[src/rtl/mul_seq_ctrl.sv]
// Sequential signed 16x16 multiplier engine: fetches operand pairs from a byte memory,
// multiplies them with a 16-cycle shift-add loop and writes 32-bit big-endian products back.
module mul_seq_ctrl #(
    parameter int NUM_PAIRS = 16,
    parameter int OPND_BASE = 0,
    parameter int PROD_BASE = 64
) (
    input  logic       clk,
    input  logic       reset,
    input  logic       req,
    output logic       done,
    output logic       busy,
    output logic [7:0] mem_addr,
    input  logic [7:0] mem_rd_data,
    output logic       mem_wr_en,
    output logic [7:0] mem_wr_data
);

    typedef enum logic [2:0] {
        S_IDLE,
        S_READ,
        S_MUL,
        S_WRITE,
        S_DONE
    } state_t;

    localparam logic [3:0] J_LAST = 4'(NUM_PAIRS - 1);
    localparam logic [7:0] OPND_B = 8'(OPND_BASE);
    localparam logic [7:0] PROD_B = 8'(PROD_BASE);

    state_t              state_q, state_d;
    logic [3:0]          j_q, j_d;
    logic [3:0]          cnt_q, cnt_d;
    logic signed [15:0]  mplier_q, mplier_d;
    logic signed [31:0]  mcand_q, mcand_d;
    logic signed [31:0]  prod_q, prod_d;
    logic                done_q, done_d;
    logic                busy_q, busy_d;
    logic [7:0]          mem_addr_q, mem_addr_d;
    logic                mem_wr_en_q, mem_wr_en_d;
    logic [7:0]          mem_wr_data_q, mem_wr_data_d;
    logic [7:0]          pair_off;

    always_comb begin
        state_d  = state_q;
        j_d      = j_q;
        cnt_d    = cnt_q;
        mplier_d = mplier_q;
        mcand_d  = mcand_q;
        prod_d   = prod_q;

        unique case (state_q)
            S_IDLE: begin
                if (req) begin
                    state_d = S_READ;
                    j_d     = 4'd0;
                    cnt_d   = 4'd0;
                end
            end
            S_READ: begin
                // Multiplier A is kept raw; multiplicand B is sign-extended to 32 bits.
                unique case (cnt_q[1:0])
                    2'd0: mplier_d[15:8] = mem_rd_data;
                    2'd1: mplier_d[7:0]  = mem_rd_data;
                    2'd2: mcand_d = {{16{mem_rd_data[7]}}, mem_rd_data, 8'h00};
                    default: mcand_d[7:0] = mem_rd_data;
                endcase
                if (cnt_q[1:0] == 2'd3) begin
                    state_d = S_MUL;
                    cnt_d   = 4'd0;
                    prod_d  = '0;
                end else begin
                    cnt_d = cnt_q + 4'd1;
                end
            end
            S_MUL: begin
                // Bit 15 of A carries weight -2^15, so its partial product is subtracted.
                if (mplier_q[0]) begin
                    prod_d = (cnt_q == 4'd15) ? prod_q - mcand_q : prod_q + mcand_q;
                end
                mcand_d  = mcand_q <<< 1;
                mplier_d = mplier_q >>> 1;
                if (cnt_q == 4'd15) begin
                    state_d = S_WRITE;
                    cnt_d   = 4'd0;
                end else begin
                    cnt_d = cnt_q + 4'd1;
                end
            end
            S_WRITE: begin
                if (cnt_q[1:0] == 2'd3) begin
                    cnt_d = 4'd0;
                    if (j_q == J_LAST) begin
                        state_d = S_DONE;
                    end else begin
                        state_d = S_READ;
                        j_d     = j_q + 4'd1;
                    end
                end else begin
                    cnt_d = cnt_q + 4'd1;
                end
            end
            default: begin
                if (!req) begin
                    state_d = S_IDLE;
                end
            end
        endcase
    end

    // Outputs are registered, so they are derived from the next-state values.
    always_comb begin
        pair_off      = {2'b00, j_d, 2'b00};
        busy_d        = (state_d == S_READ) || (state_d == S_MUL) || (state_d == S_WRITE);
        done_d        = (state_d == S_DONE);
        mem_wr_en_d   = (state_d == S_WRITE);
        mem_addr_d    = 8'h00;
        mem_wr_data_d = 8'h00;
        unique case (state_d)
            S_READ:  mem_addr_d = OPND_B + pair_off + {6'b0, cnt_d[1:0]};
            S_MUL:   mem_addr_d = OPND_B + pair_off;
            S_WRITE: begin
                mem_addr_d = PROD_B + pair_off + {6'b0, cnt_d[1:0]};
                unique case (cnt_d[1:0])
                    2'd0:    mem_wr_data_d = prod_d[31:24];
                    2'd1:    mem_wr_data_d = prod_d[23:16];
                    2'd2:    mem_wr_data_d = prod_d[15:8];
                    default: mem_wr_data_d = prod_d[7:0];
                endcase
            end
            default: mem_addr_d = 8'h00;
        endcase
    end

    always_ff @(posedge clk) begin
        if (reset) begin
            state_q       <= S_IDLE;
            j_q           <= '0;
            cnt_q         <= '0;
            mplier_q      <= '0;
            mcand_q       <= '0;
            prod_q        <= '0;
            done_q        <= 1'b0;
            busy_q        <= 1'b0;
            mem_addr_q    <= '0;
            mem_wr_en_q   <= 1'b0;
            mem_wr_data_q <= '0;
        end else begin
            state_q       <= state_d;
            j_q           <= j_d;
            cnt_q         <= cnt_d;
            mplier_q      <= mplier_d;
            mcand_q       <= mcand_d;
            prod_q        <= prod_d;
            done_q        <= done_d;
            busy_q        <= busy_d;
            mem_addr_q    <= mem_addr_d;
            mem_wr_en_q   <= mem_wr_en_d;
            mem_wr_data_q <= mem_wr_data_d;
        end
    end

    assign done        = done_q;
    assign busy        = busy_q;
    assign mem_addr    = mem_addr_q;
    assign mem_wr_en   = mem_wr_en_q;
    assign mem_wr_data = mem_wr_data_q;

endmodule

[config.mk]
export PLATFORM = sky130hd
export DESIGN_NAME = mul_seq_ctrl
export DESIGN_NICKNAME = d
export VERILOG_FILES = /design/src/rtl/mul_seq_ctrl.sv
export SDC_FILE = /design/constraint.sdc
export NUM_CORES = 1
export LEC_CHECK = 0
export BUFFER_PORTS_ARGS = -buffer_cell sky130_fd_sc_hd__buf_2
export CAP_MARGIN = 20
export CORE_MARGIN = 2
export CORE_UTILIZATION = 28
export CTS_CLUSTER_DIAMETER = 100
export DETAILED_ROUTE_END_ITERATION = 8
export GPL_ROUTABILITY_DRIVEN = 0
export PLACE_DENSITY_LB_ADDON = 0.1
export SYNTH_ARGS = -nofsm -noshare
export SYNTH_HDL_FRONTEND = slang
export SYNTH_SLANG_ARGS = --single-unit
[constraint.sdc]
create_clock -name clk -period 10.98 [get_ports clk]
set_clock_uncertainty 0.05 [all_clocks]
set_input_delay 1.098 -clock clk [delete_from_list [all_inputs] [get_ports clk]]
set_output_delay 1.098 -clock clk [all_outputs]
set_load 0.05 [all_outputs]
==> qor.csv <==
metric,value,unit
Async SR Flop Fraction,0,%
family with the most delay on the worst path,compound AO/OA/AOI/OAI gates,
Post-synth EDFFs,0,
vias in the first global route,6226,
P&R area growth vs syn,9.96,%
Placed Cells,1216,
final worst path period share,46.7,%
clk sinks,109,
Antenna Nets Post-Route,0,
post-synthesis cell count,914,
CTS resizes,0,
min cycle time layout,5.13,ns
sequential share of the synthesized area,30.8,%
clock buffer depth,2,
"commonest non-fill, non-tap cells in the layout","nor2_1, dfxtp_1, a21oi_1",
final net count,947,
GR Util met2,26.3,%
CORE AREA,25000,um2
Die Height,163,um
Worst VDD drop,88.3,uV
Syn Area/Cell,7.74,um2
# fillers,2707,
register bit total from synthesis,109,
Yosys cell types,73,
die footprint,26600,um2
Static Leak,2.99,nW
GRT busiest layer,met2,
crit path max fanout,20,
first-pass GRT wire length,36100,um
"most common cell after layout, fill and taps aside",nor2_1,
met3 Use GR,2.29,%
WS Path Type,reg2reg,
max incr delay on CP,0.63,ns
status,"complete, no violations",
io pins,30,
TritonCTS buffer count,9,
initial antenna violation count,0,
Fmax achieved,195,MHz
CP Capture Type,flip-flop,
max-slew violations,0,
unrepaired setup endpoints after global routing,false,
gr ovfl total,0,
Multi-input gate area,4580,um2
H-tree Lvls,3,
class of the worst hold path,reg2reg,
clk_lat worst skew,0.38,ns
Max Cap Viol,0,
Core Rows,58,
TritonCTS clock tree,built,
setup bufs post-CTS,0,
Post-CTS Hold Buffers,0,
Yosys Warn Count,0,
final std cells w/o fill,1232,
"Slowest-stage cell, CP",nand3_1,
global-route usage over all layers,17.6,%
Initial Util,28.3,%
Clock transition at path regs,0.10,ns
final WL,22900,um
"Setup violations, final",0,
DR vias,6635,
TritonRoute pass-1 iters,5,
DR vias/cell,5.39,
Finished Core Util,31.2,%
DRC Markers,0,
Port Buf Inserts,28,
PwrDens,145,nW/um2
fraction of layout cells with a size suffix above 1,8.09,%
mapped cell area,7080,um2
CP Cell Sequence,ha_1 -> nand3_1 -> nand2_1 -> o21ai_0 -> fa_1 -> nand2b_1 -> a2111oi_0 -> nor3_1 -> a211oi_2 -> a31oi_1 -> o2111a_1 -> a211oi_1 -> mux2_2 -> o32ai_1,
Worst Path Arrival,5.32,ns
worst path bufs/invs,0,
Seq. cell area,2180,um2
Slew headroom,33.5,%
Setup crit start kind,flip-flop,
syn_nets,964,
largest net degree at the start of global routing,50,
drt initial violations,491,
CP Data Required Time,11.18,ns
clock root cell,clkbuf_16,
actual transition at the worst max-transition pin,0.995,ns
GRT met1 Usage,26.3,%
Setup TNS,0,ns
final hold violation count,0,
Post-synth top flop,dfxtp_1,
Die Width,163,um
Avg WL per Cell,18.6,um
HPWL after DPL,16800,um
diode count,0,
[final timing paths]
check | start | end | slack (ns) | cells past startpoint
worst min register to register | mplier_q[2] | mplier_q[2] | 0.46 | 2
worst min-delay path | mplier_q[2] | mplier_q[2] | 0.46 | 2
worst max-delay path | cnt_q[0] | mem_wr_data[2] | 5.85 | 14
worst max register to register | cnt_q[0] | mem_wr_data[2] | 5.85 | 14
[flip-flops by register name, summed over array words and instances, names as in the netlist, 3 cells and up]
signal and count:
mem_addr 7, prod_q 32, mcand_q 32, state_q 3
j_q 4, mplier_q 16, cnt_q 4, mem_wr_data 8
[cells in the mapped netlist, types with 14 or more instances]
master / instances / area [um2]
xnor2_1: 25 / 219
nand2_1: 67 / 251
nand2b_1: 14 / 87.6
inv_1: 19 / 71.3
nor2_1: 127 / 477
a22oi_1: 28 / 210
a21o_1: 15 / 113
nor3_1: 17 / 85.1
and2_1: 19 / 119
clkbuf_1: 56 / 210
ha_1: 38 / 475
nand3_1: 20 / 100
a21oi_1: 104 / 521
dfxtp_1: 109 / 2180
a211oi_1: 39 / 293
xor2_1: 26 / 228
o21ai_0: 31 / 155
[final cells by class]
class	instances	area share (%)
clock buffer	9	2.89
clock inverter	7	1.17
inverter	19	0.917
multi-input combinational	720	58.9
sequential	109	28.0
tap	330	5.31
timing repair buffer	38	2.80
[per-layer routing]
layer / part of all wire (%) / up-vias
met4: 1.6 / 0
met1: 51 / 3153
li1: - / 3301
met3: 4.0 / 18
met2: 43 / 163
met5: 0 / -
[report_power, final]
part | internal (W) | switching, W
registers | 0.000402 | 0.00000791
clock network | 0.000166 | 0.000192
logic | 0.000128 | 0.000227
total | 0.000697 | 0.000428
[worst min-delay path, cell delays in order, from the launching register on]
cell and delay [ns]:
dfxtp_1 0.32, nor2_1 0.09, a211oi_1 0.05
[stage by stage]
step	instance area [um2]	hold WS, ns	power, W	setup slack (ns)
3_5_place_dp	7460	0.444	0.000771	5.79
3_3_place_gp	7460	0.442	0.000779	5.81
4_1_cts	7780	0.458	0.00113	5.77
2_1_floorplan	7080	0.406	0.000686	6.51
5_1_grt	7780	0.477	0.00119	5.31
6_report	7780	0.456	0.00112	5.85
[kinds of logic (layout without fill, tap and decap cells)]
group / count (synthesis) / in the layout / synth area share [%]
fa+ha+maj: 39 / 39 / 7.00
flops: 109 / 109 / 30.8
xor+xnor: 52 / 52 / 6.54
compound gates: 297 / 297 / 27.9
simple gates: 324 / 324 / 21.9
mux: 7 / 7 / 1.03
buf+inv: 85 / 73 / 4.70
other cells: 1 / 1 / 0.0530
Power figures use the tool's default switching activity.
